### config.mk
export PLATFORM = sky130hd
export DESIGN_NAME = doorbell_sequencer
export DESIGN_NICKNAME = d
export VERILOG_FILES = /design/src/rtl/doorbell_pkg.sv /design/src/rtl/doorbell_sequencer_debouncer.sv /design/src/rtl/doorbell_sequencer.sv
export SDC_FILE = /design/constraint.sdc
export NUM_CORES = 1
export LEC_CHECK = 0
export BUFFER_PORTS_ARGS = -buffer_cell sky130_fd_sc_hd__buf_4
export CORE_ASPECT_RATIO = 2
export CORE_MARGIN = 2
export CORE_UTILIZATION = 59
export CTS_CLUSTER_DIAMETER = 80
export DETAILED_ROUTE_END_ITERATION = 6
export PLACE_DENSITY = 0.81
export SYNTH_ARGS = -nofsm -noshare
export SYNTH_HDL_FRONTEND = slang
export SYNTH_SLANG_ARGS = --single-unit
### constraint.sdc
create_clock -name clk -period 2.05 [get_ports clk]
set_input_delay 0.1025 -clock clk [delete_from_list [all_inputs] [get_ports clk]]
set_output_delay 0.1025 -clock clk [all_outputs]
set_load 0.01 [all_outputs]
### src/rtl/doorbell_pkg.sv
// Shared types and constants for the doorbell chime path.
// Used by the sequencer and the downstream chime mux.
package doorbell_pkg;

  typedef enum logic [1:0] {
    IDLE = 2'd0,
    DING = 2'd1,
    GAP  = 2'd2,
    DONG = 2'd3
  } state_t;

  localparam logic SEL_A = 1'b0;
  localparam logic SEL_B = 1'b1;

  localparam int DEF_DEBOUNCE = 4;
  localparam int DEF_DING     = 8;
  localparam int DEF_GAP      = 2;
  localparam int DEF_DONG     = 12;
  localparam int DEF_CNT_W    = 16;

  function automatic logic [7:0] sat_inc8(
    input logic [7:0] v
  );
    return (v == 8'hFF) ? v : v + 8'd1;
  endfunction

endpackage

### src/rtl/doorbell_sequencer_debouncer.sv
// Button synchroniser, debounce filter and rising-edge
// press pulse.
module button_debouncer
  import doorbell_pkg::*;
#(
  parameter int DEBOUNCE_CYCLES = DEF_DEBOUNCE,
  parameter int CNT_W           = DEF_CNT_W
) (
  input  logic clk,
  input  logic rst_n,
  input  logic button,
  output logic press
);

  localparam logic [CNT_W-1:0] DB_LAST =
    CNT_W'(DEBOUNCE_CYCLES - 1);

  logic             s1;
  logic             s2;
  logic             level;
  logic             level_q;
  logic [CNT_W-1:0] cnt;

  always_ff @(posedge clk or negedge rst_n) begin
    if (!rst_n) begin
      s1      <= 1'b0;
      s2      <= 1'b0;
      level   <= 1'b0;
      level_q <= 1'b0;
      cnt     <= '0;
    end else begin
      s1      <= button;
      s2      <= s1;
      level_q <= level;
      if (s2 == level) begin
        cnt <= '0;
      end else if (cnt == DB_LAST) begin
        level <= s2;
        cnt   <= '0;
      end else begin
        cnt <= cnt + CNT_W'(1);
      end
    end
  end

  assign press = level & ~level_q;

endmodule

### src/rtl/doorbell_sequencer.sv
// Ding-gap-dong sequencer driving the chime mux select
// and speaker gate, with one-deep press queueing.
module doorbell_sequencer
  import doorbell_pkg::*;
#(
  parameter int DEBOUNCE_CYCLES = DEF_DEBOUNCE,
  parameter int DING_CYCLES     = DEF_DING,
  parameter int GAP_CYCLES      = DEF_GAP,
  parameter int DONG_CYCLES     = DEF_DONG,
  parameter int CNT_W           = DEF_CNT_W
) (
  input  logic       clk,
  input  logic       rst_n,
  input  logic       button,
  output logic       sel,
  output logic       play,
  output logic       busy,
  output logic       done,
  output logic       pending,
  output logic [7:0] press_count
);

  localparam logic [CNT_W-1:0] DING_LAST =
    CNT_W'(DING_CYCLES - 1);
  localparam logic [CNT_W-1:0] GAP_LAST =
    CNT_W'((GAP_CYCLES > 0) ? GAP_CYCLES - 1 : 0);
  localparam logic [CNT_W-1:0] DONG_LAST =
    CNT_W'(DONG_CYCLES - 1);

  state_t           state;
  state_t           state_n;
  logic [CNT_W-1:0] cnt;
  logic [CNT_W-1:0] cnt_n;
  logic             pending_n;
  logic             done_n;
  logic [7:0]       press_count_n;
  logic             press;

  button_debouncer #(
    .DEBOUNCE_CYCLES(DEBOUNCE_CYCLES),
    .CNT_W          (CNT_W)
  ) u_db (
    .clk   (clk),
    .rst_n (rst_n),
    .button(button),
    .press (press)
  );

  always_ff @(posedge clk or negedge rst_n) begin
    if (!rst_n) begin
      state       <= IDLE;
      cnt         <= '0;
      pending     <= 1'b0;
      done        <= 1'b0;
      press_count <= 8'd0;
    end else begin
      state       <= state_n;
      cnt         <= cnt_n;
      pending     <= pending_n;
      done        <= done_n;
      press_count <= press_count_n;
    end
  end

  always_comb begin
    state_n       = state;
    cnt_n         = cnt + CNT_W'(1);
    pending_n     = pending;
    done_n        = 1'b0;
    press_count_n = press_count;
    if (press && state != IDLE && !pending)
      pending_n = 1'b1;
    unique case (state)
      IDLE: begin
        cnt_n = '0;
        // a press caught on DONG's last cycle lands here
        if (press || pending) begin
          state_n       = DING;
          pending_n     = 1'b0;
          press_count_n = sat_inc8(press_count);
        end
      end
      DING: begin
        if (cnt == DING_LAST) begin
          cnt_n = '0;
          if (GAP_CYCLES == 0) state_n = DONG;
          else                 state_n = GAP;
        end
      end
      GAP: begin
        if (cnt == GAP_LAST) begin
          cnt_n   = '0;
          state_n = DONG;
        end
      end
      DONG: begin
        if (cnt == DONG_LAST) begin
          cnt_n  = '0;
          done_n = 1'b1;
          if (pending) begin
            state_n       = DING;
            pending_n     = 1'b0;
            press_count_n = sat_inc8(press_count);
          end else begin
            state_n = IDLE;
          end
        end
      end
      default: begin
        state_n = IDLE;
        cnt_n   = '0;
      end
    endcase
  end

  assign sel  = (state == DONG) ? SEL_B : SEL_A;
  assign play = (state == DING) || (state == DONG);
  assign busy = (state != IDLE);

endmodule

==> results of run 1 <==
[kinds of logic after synthesis]
kind of cell / after synthesis / synth area share, %
buf+inv: 13 / 2.57
flops: 48 / 50.3
simple gates: 107 / 24.2
fa+ha+maj: 8 / 4.19
mux: 3 / 1.41
compound gates: 16 / 5.24
xor+xnor: 33 / 12.1
[what timing repair did]
item	4_1_cts	5_1_grt
hold buffers	2	0
gates resized for setup	0	5
setup endpoints to repair	0	23
hold endpoints to repair	49	0
setup buffers	0	5
[where the power goes]
group / internal [mW] / switching [mW]
logic: 0.613 / 0.687
clock network: 0.362 / 0.306
registers: 1.10 / 0.154
total: 2.07 / 1.15
[stage by stage]
| step | cells | total power, mW | TNS, ns |
|---|---|---|---|
| 6_report | 310 | 3.22 | 0 |
| 5_1_grt | 310 | 3.40 | -0.0181 |
| 3_5_place_dp | 295 | 2.46 | 0 |
| 4_1_cts | 305 | 3.15 | 0 |
| 3_3_place_gp | 295 | 2.41 | 0 |
| 2_1_floorplan | 228 | 2.05 | 0 |
[sequential cells by signal (all words and copies together), names as in the netlist]
signal and cells:
pending 1, u_db.level 1, u_db.s1 1, u_db.level_q 1, state 2, u_db.s2 1
cnt 16, done 1, u_db.cnt 16, press_count 8
[worst paths after layout]
path | to | slack, ns
max reg2reg | press_count[1] | 0.06
min | u_db.cnt[3] | 0.34
min in group clk | u_db.s2 | 0.36
max | press_count[1] | 0.06
min reg2reg | u_db.s2 | 0.36
max in group asynchronous | cnt[11] | 1.26
[layout by cell type (no fill, tap or decap), drive strengths merged, types with 2 or more instances in the layout]
cell	synthesis	final
and4	2	2
buf	3	25
nor4	8	8
xnor2	17	17
a41oi	2	2
mux2	3	3
nand2	19	19
nand4	11	11
clkbuf	1	6
a211oi	2	2
inv	9	9
o21ai	3	3
nor2	37	37
ha	8	8
or2	4	4
dfrtp	48	48
nand3	10	10
and3	7	7
dlygate4sd3	0	2
a21oi	5	5
xor2	16	16
or3	3	3
[routing by layer]
| layer | up-vias | track usage (%) | part of all wire, % |
|---|---|---|---|
| met5 | - | 0 | 0 |
| met4 | 0 | 11.4 | 3.0 |
| met3 | 15 | 3.34 | 1.9 |
| met2 | 25 | 44.1 | 57 |
| met1 | 896 | 22.8 | 38 |
| li1 | 841 | - | - |
[final cells by class]
type	instances	area, µm²
fillers	292	1110
flip-flops and latches	48	1200
well taps	51	63.8
inverters	9	33.8
repair buffers	27	220
multi-input cells	167	1140
clock buffers	6	72.6
clock inverters	2	35.0
==> impl_metrics.toml, run 1 <==
[status]
result_of_the_run = "complete, no violations"

[setup_path]
critical_path_class = "flip-flop to flip-flop"
crit_required_ns = 2.23
slowest_delay_ns = 0.47
critical_path_stages = 4
worst-r2r-cell-count = 4
data_arrival_time_of_the_critical_path_ns = 2.17
slowest_cell_on_the_critical_path = "dfrtp_1"
timing.critical_path.fanout_max = 8
critical_path.reg2reg.startpoint = "cnt[5]"
startpoint = "cnt[5]"
cpLargestDelayFamily = "simple AND/OR/NAND/NOR gates"
critical_path_buffer_and_inverter_count = 0
endpoint_kind = "flip-flop"
ordered_list_of_cells_on_the_worst_path = "nor4_4 > nand4_4 > a211oi_4 > mux2_1"
type_of_element_launching_the_critical_path = "flip-flop"

[clock_network]
clock_path_buffers = 2
cts_num_sinks = 48
clk_latency_ns = 0.30
cts.reportedPaths.clkPinSlew_ns = 0.09
cts_tree = "built"
cts-buffers-inserted = 5
root_buffer = "clkbuf_8"
cts_max_level = 2

[synthesis]
yosysTopAreaCell = "dfrtp_1"
synth.ff_latch_count = 48
postSynth.asyncResetShare_pct = 100
synth_edf_count = 0
ys.warnings.count = 0
synth_cells = 228
synth_most_common_cell = "dfrtp_1"
synthesis.nets = 239
postSynth.topFlopCell = "dfrtp_1"
synth_sequential_area_ratio_pct = 50.3
netlist.area_leader.share_pct = 50.3
synthTopCellsByArea = "dfrtp_1 (50%), xnor2_1 (6.2%), xor2_1 (5.9%)"
post_synthesis_mean_instance_area_um2 = 10.5
synth_area_um2 = 2390
ys_top_cells_by_count = "dfrtp_1 (48), nor2_1 (37), nand2_1 (19)"
synth.distinct_cells = 38

[placed_design]
post_placement_worst_setup_slack_ns = 0.0667
finalWeightedCongestion = 0.824
dpl-instance-area_um2 = 2590
detailedPlacementHpwl_mm = 3.23
buffer_ports.inserted = 15

[global_routing]
grt_start_max_net_pins = 49
grt_remaining_overflow = 0
global_route_wire_length_before_repair_mm = 7.98
grt.total_usage_pct = 22.8
antenna_found_initial = 0
first_global_vias = 1845

[power]
power_per_cell_area_nw_per_um2 = 1160
ir_drop_mv = 1.07
cellLeakagePower_nw = 1.24

[routing]
detailroute.via_count = 1777
avgViaCountPerCell = 5.73
detail_route.drc_violations = 0
wirelength_mm = 4.69
detail-route-antenna-nets = 0
routedWlPerCell_um = 15.1
iteration_count_of_the_initial_detailed_routing_pass = 4
detail_route.iter0.violations = 37

[floorplanning]
die_w_um = 49.0
num_rows = 32
core-area_um2 = 3880
top_level_ports = 16
floorplan.die.height_um = 94.0
start_util_pct = 61.5
design.die.area_um2 = 4600

[sta]
timing_hold_violations_final = 0
worst_slack_ns = 0.0625
layout_worst_path_cycle_share_pct = 97.0
timing.hold.ws_ns = 0.343
clock-skew-final_ns = 0.00948
worst-slew-pin-transition_ns = 0.600
timing.max_slew.rel_slack_pct = 60.0
maxSlewViolCount = 0
setup_viol = 0
finalWorstPathRequiredPeriod_ns = 1.99
achievable-frequency_mhz = 503

[layout]
final_design_area_no_fill_um2 = 2770
final_net_count = 269
postLayoutCoreUtil_pct = 71.3
diodes = 0
drive_gt1_share_pct = 17.0
area.growth.synth_to_final_pct = 16.0

[min_path]
worstHoldPathType = "input port to asynchronous set/reset pin"

[run]
max_cap_violations = 0
(Power assumes the default switching activity.)
==> run 2: changes to the inputs <==
--- a/config.mk
+++ b/config.mk
@@ -8,10 +8,11 @@
 export BUFFER_PORTS_ARGS = -buffer_cell sky130_fd_sc_hd__buf_4
 export CORE_ASPECT_RATIO = 2
 export CORE_MARGIN = 2
-export CORE_UTILIZATION = 59
+export CORE_UTILIZATION = 64
 export CTS_CLUSTER_DIAMETER = 80
 export DETAILED_ROUTE_END_ITERATION = 6
-export PLACE_DENSITY = 0.81
+export GPL_ROUTABILITY_DRIVEN = 0
+export PLACE_DENSITY = 0.87
 export SYNTH_ARGS = -nofsm -noshare
 export SYNTH_HDL_FRONTEND = slang
 export SYNTH_SLANG_ARGS = --single-unit
==> constraint.sdc (replaced) <==
create_clock -name clk -period 2.4 [get_ports clk]
set_input_delay 0.12 -clock clk [delete_from_list [all_inputs] [get_ports clk]]
set_output_delay 0.12 -clock clk [all_outputs]
set_load 0.01 [all_outputs]
==> run 2 against run 1 <==
Flip-flop and latch count is the same. Register-to-register slack gained 0.33 ns. Global-route usage grew 1.8 points. Clock power shrank 1%. Routed wire length shrank 3.0%. Combinational power shrank 28%. First-iteration DRC count grew 65%. Worst setup slack gained 0.33 ns. Clock skew shrank 0.0032 ns.
==> impl_metrics.toml, run 2 (synthesized netlist as in run 1, its figures left out) <==
[floorplanning]
start_util_pct = 66.2
design.die.area_um2 = 4260
top_level_ports = 16
die_w_um = 47.2
num_rows = 31
core-area_um2 = 3610
floorplan.die.height_um = 90.4

[routing]
iteration_count_of_the_initial_detailed_routing_pass = 4
detail-route-antenna-nets = 0
routedWlPerCell_um = 15.3
wirelength_mm = 4.55
detail_route.iter0.violations = 61
avgViaCountPerCell = 5.80
detailroute.via_count = 1727
detail_route.drc_violations = 0

[sta]
finalWorstPathRequiredPeriod_ns = 2.01
timing.max_slew.rel_slack_pct = 55.4
maxSlewViolCount = 0
setup_viol = 0
achievable-frequency_mhz = 497
finalSetupTns_ns = 0
worst_slack_ns = 0.389
layout_worst_path_cycle_share_pct = 83.8
unrepaired_setup_endpoints_after_global_routing = "false"
clock-skew-final_ns = 0.00632
timing_hold_violations_final = 0
timing.hold.ws_ns = 0.356
worst-slew-pin-transition_ns = 0.663

[global_routing]
global_route_wire_length_before_repair_mm = 7.72
grt_remaining_overflow = 0
antenna_found_initial = 0
grt_start_max_net_pins = 49
first_global_vias = 1866
grt.total_usage_pct = 24.6

[clock_network]
cts_max_level = 2
cts_num_sinks = 48
cts.reportedPaths.clkPinSlew_ns = 0.08
cts_tree = "built"
cts-hold-fix-buffers = 2
cts-buffers-inserted = 5
root_buffer = "clkbuf_8"
cts_resized = 0
clk_latency_ns = 0.30
postCtsSetupRepairBufs = 0
clock_path_buffers = 2

[layout]
postLayoutCoreUtil_pct = 74.6
drive_gt1_share_pct = 13.3
mostFrequentLayoutCell = "dfrtp_1"
nFillCells = 259
final_net_count = 260
diodes = 0
largest_registers = "cnt (16), u_db.cnt (16), press_count (8)"
post_layout_cell_count = 298
area.growth.synth_to_final_pct = 12.7
final_cell_mix = "dfrtp_1 (48), nor2_1 (37), nand2_1 (19)"

[placed_design]
post_placement_worst_setup_slack_ns = 0.405
detailedPlacementHpwl_mm = 3.36
buffer_ports.inserted = 15
place_inst = 289

[setup_path]
critical_path_buffer_and_inverter_count = 0
critical_path_stages = 5
slowest_delay_ns = 0.45
endpoint_kind = "flip-flop"
data_arrival_time_of_the_critical_path_ns = 2.19
crit_required_ns = 2.58
worst-r2r-cell-count = 5
cpLargestDelayFamily = "compound AO/OA/AOI/OAI gates"
slowest_cell_on_the_critical_path = "a211oi_4"
timing.critical_path.fanout_max = 8
critical_path_class = "flip-flop to flip-flop"
type_of_element_launching_the_critical_path = "flip-flop"
ordered_list_of_cells_on_the_worst_path = "ha_1 > and3b_1 > nand4_2 > a211oi_4 > mux2_1"

[power]
ir_drop_mv = 0.963
power_per_cell_area_nw_per_um2 = 994
cellLeakagePower_nw = 1.20

[min_path]
worstHoldPathType = "input port to asynchronous set/reset pin"

[run]
max_cap_violations = 0

[status]
result_of_the_run = "complete, no violations"
==> run 2: cell types whose count changed in the layout (fill, tap and decap cells not counted) <==
| cell | previous run | this run |
|---|---|---|
| a211oi_2 | 0 | 1 |
| a211oi_4 | 2 | 1 |
| a21boi_0 | 0 | 1 |
| a21boi_1 | 1 | 0 |
| buf_12 | 1 | 0 |
| buf_4 | 24 | 16 |
| bufinv_16 | 1 | 2 |
| clkbuf_1 | 1 | 0 |
| clkinv_2 | 1 | 0 |
| dfrtp_1 | 46 | 48 |
| dfrtp_2 | 2 | 0 |
| nand4_2 | 0 | 1 |
| nand4_4 | 1 | 0 |
==> run 2: path summary, 6_finish.rpt <==
kind | from | to | slack, ns
worst max register to register | cnt[0] | press_count[1] | 0.39
worst min-delay path | rst_n | press_count[5] | 0.36
worst min register to register | u_db.s1 | u_db.s2 | 0.36
max in group asynchronous | rst_n | u_db.s1 | 1.64
min in group clk | u_db.s1 | u_db.s2 | 0.36
worst max-delay path | cnt[0] | press_count[1] | 0.39
==> run 2: routing by layer <==
layer  vias up  GRT usage [%]  routed length (µm)
met5         -              0                   0
met1       859           23.6                1610
met2        33           44.6                2710
met3        14           6.00                  97
li1        821              -                   -
met4         0           10.9                 134
==> run 2: cell type report <==
class                   count  area, µm²  area share [%]
clock inverters             2       60.1            2.23
clock buffers               5       68.8            2.56
inverters                   9       33.8            1.26
multi-input cells         167       1120            41.8
well taps                  49       61.3            2.28
repair buffers             18        140            5.21
flip-flops and latches     48       1200            44.7
==> run 2: per-stage QoR <==
step | total power [mW] | cell area [µm²]
floorplan | 1.75 | 2390
global placement | 1.99 | 2540
detailed placement | 2.03 | 2540
CTS | 2.70 | 2690
global route | 2.84 | 2690
finish | 2.67 | 2690
==> run 2: power by group <==
part	leakage (nW)	switching, mW	total, mW	internal (mW)
Sequential	0.643	0.142	1.08	0.937
Clock	0.0642	0.250	0.660	0.410
Combinational	0.491	0.525	0.934	0.410
==> run 3: changes to the inputs <==
--- a/config.mk
+++ b/config.mk
@@ -8,11 +8,11 @@
 export BUFFER_PORTS_ARGS = -buffer_cell sky130_fd_sc_hd__buf_4
 export CORE_ASPECT_RATIO = 2
 export CORE_MARGIN = 2
-export CORE_UTILIZATION = 64
+export CORE_UTILIZATION = 54
 export CTS_CLUSTER_DIAMETER = 80
 export DETAILED_ROUTE_END_ITERATION = 6
 export GPL_ROUTABILITY_DRIVEN = 0
-export PLACE_DENSITY = 0.87
+export PLACE_DENSITY = 0.78
 export SYNTH_ARGS = -nofsm -noshare
 export SYNTH_HDL_FRONTEND = slang
 export SYNTH_SLANG_ARGS = --single-unit
==> constraint.sdc (replaced) <==
create_clock -name clk -period 1.8 [get_ports clk]
set_input_delay 0.09 -clock clk [delete_from_list [all_inputs] [get_ports clk]]
set_output_delay 0.09 -clock clk [all_outputs]
set_load 0.01 [all_outputs]
==> run 3 against run 2 <==
Critical path depth increased by 1. Clock-buffer cell count increased by 1. Power increased by 75%. Largest cell class is now multi-input gates. Final cell count increased by 19%. Sequential share of layout area decreased by 8.1 points. The run now ends with setup timing left.
==> impl_metrics.toml, run 3 (synthesized netlist as in run 1, its figures left out) <==
[setup_path]
type_of_element_launching_the_critical_path = "flip-flop"
critical_path_buffer_and_inverter_count = 1
crit_required_ns = 2.00
slowest_delay_ns = 0.43
data_arrival_time_of_the_critical_path_ns = 2.18
critical_path.reg2reg.startpoint = "cnt[7]"
cpLargestDelayFamily = "simple AND/OR/NAND/NOR gates"
timing.reg2reg.setup_slack_ns = -0.18
critical_path_class = "flip-flop to flip-flop"
timing.critical_path.fanout_max = 4
reg2reg_to = "state[1]"
worst-r2r-cell-count = 6
ordered_list_of_cells_on_the_worst_path = "nor4_4 > buf_4 > a41oi_4 > a211oi_4 > nand2_1 > mux2_4"
endpoint_kind = "flip-flop"
slowest_cell_on_the_critical_path = "dfrtp_1"

[layout]
postLayoutCoreUtil_pct = 76.5
seq_area_um2 = 1200
final_cell_mix = "buf_4 (61), dfrtp_1 (47), nor2_1 (23)"
area.growth.synth_to_final_pct = 37.7
nFillCells = 283
post_layout_cell_count = 354
final_design_area_no_fill_um2 = 3290
mostFrequentLayoutCell = "buf_4"
drive_gt1_share_pct = 40.0
diodes = 0
final_net_count = 310
largest_registers = "cnt (16), u_db.cnt (16), press_count (8)"
multi_input_gate_area_um2 = 1330

[placed_design]
place_inst = 334
dpl-instance-area_um2 = 2870
buffer_ports.inserted = 15
detailedPlacementHpwl_mm = 3.73

[floorplanning]
die_w_um = 51.0
num_rows = 34
top_level_ports = 16
start_util_pct = 55.6
core-area_um2 = 4300
floorplan.die.height_um = 98.0
design.die.area_um2 = 5000

[clock_network]
cts_num_sinks = 48
clock_path_buffers = 2
cts_tree = "built"
cts-buffers-inserted = 5
root_buffer = "clkbuf_8"
cts_max_level = 2
cts.reportedPaths.clkPinSlew_ns = 0.09
clk_latency_ns = 0.31

[sta]
setup_viol = 23
unrepaired_setup_endpoints_after_global_routing = "true"
finalWorstPathRequiredPeriod_ns = 1.98
layout_worst_path_cycle_share_pct = 110
clock-skew-final_ns = 0.00765
worst_slack_ns = -0.181
timing.max_slew.rel_slack_pct = 59.0
worst-slew-pin-transition_ns = 0.615
maxSlewViolCount = 0
timing_hold_violations_final = 0
achievable-frequency_mhz = 505

[run]
max_cap_violations = 0

[routing]
detail_route.drc_violations = 0
avgViaCountPerCell = 5.56
routedWlPerCell_um = 17.9
detail-route-antenna-nets = 0
wirelength_mm = 6.34
iteration_count_of_the_initial_detailed_routing_pass = 4
detail_route.iter0.violations = 47
detailroute.via_count = 1970

[global_routing]
global_route_wire_length_before_repair_mm = 9.87
use_met2_pct = 48.9
antenna_found_initial = 0
groute.layer.met1.usage_pct = 28.0
grt-busiest-layer = "met2"
grt_use_met3_pct = 4.43
grt_start_max_net_pins = 49
grt.total_usage_pct = 26.7
grt_remaining_overflow = 0
first_global_vias = 2062

[power]
ir_drop_mv = 1.25
cellLeakagePower_nw = 1.45
seq_power_share_pct = 30.1
cellInternalPower_mw = 2.89
sw_frac_of_total_pct = 38.4
combPwrFrac_pct = 55.0
net-switching-power_mw = 1.80
clock_power_share_pct = 14.9
power_per_cell_area_nw_per_um2 = 1430

[status]
failed_checks = "setup timing"
result_of_the_run = "finished with violations"

[min_path]
worstHoldPathType = "input port to asynchronous set/reset pin"
[run 3: cell types whose count changed in the layout (fill, tap and decap cells not counted), moves of 3 or more]
cell / previous run / this run
buf_4: 16 / 61
buf_6: 0 / 3
ha_1: 8 / 2
ha_4: 0 / 4
nor2_1: 37 / 23
nor2_2: 0 / 10
nor2_4: 0 / 4
[run 3: cell type report]
| class | instances | share of cell area (%) |
|---|---|---|
| tap | 54 | 2.05 |
| timing repair buffer | 68 | 17.0 |
| clock inverter | 2 | 0.457 |
| multi-input combinational | 167 | 40.4 |
| clock buffer | 6 | 2.51 |
| sequential | 48 | 36.6 |
| inverter | 9 | 1.03 |
[run 3: power groups by stage]
stage	sequential, mW	clock [mW]	combinational (mW)
2_1_floorplan	1.44	0	0.927
3_3_place_gp	1.38	0	1.73
3_5_place_dp	1.38	0	1.76
4_1_cts	1.37	0.710	2.26
5_1_grt	1.43	0.748	2.72
6_report	1.41	0.700	2.58
[run 3: worst max path at each step]
| stage | start | end | slack [ns] | cells past startpoint |
|---|---|---|---|---|
| 2_1_floorplan | press_count[0] | press_count[1] | -0.02 | 5 |
| 3_3_place_gp | cnt[7] | state[1] | -0.009 | 5 |
| 3_5_place_dp | cnt[7] | state[1] | -0.05 | 5 |
| 4_1_cts | cnt[0] | cnt[14] | -0.04 | 8 |
| 5_1_grt | cnt[4] | state[1] | -0.21 | 6 |
| 6_report | cnt[7] | state[1] | -0.18 | 6 |
[run 3: timing repair]
item | 4_1_cts | 5_1_grt
setup endpoints to repair | 21 | 30
setup buffers | 3 | 6
hold endpoints to repair | 49 | 0
pin swaps | 15 | 11
cloned | 1 | 0
hold buffers | 2 | 0
resized for setup | 28 | 20
[run 3: routing by layer]
layer,part of all wire [%],up-vias,wire (µm)
met2,59,43,3710
met3,2.1,16,133
met5,0,-,0
met1,36,990,2280
met4,3.4,0,214
li1,-,921,-
[run 3: metrics by stage]
step / hold slack (ns) / TNS, ns / setup slack (ns) / total power, mW
floorplan: -0.206 / -0.0238 / -0.0238 / 2.37
global placement: 0.134 / -0.0119 / -0.00896 / 3.11
detailed placement: 0.141 / -0.673 / -0.0481 / 3.14
CTS: 0.342 / -0.366 / -0.0356 / 4.34
global route: 0.378 / -3.93 / -0.211 / 4.90
finish: 0.318 / -3.04 / -0.181 / 4.69
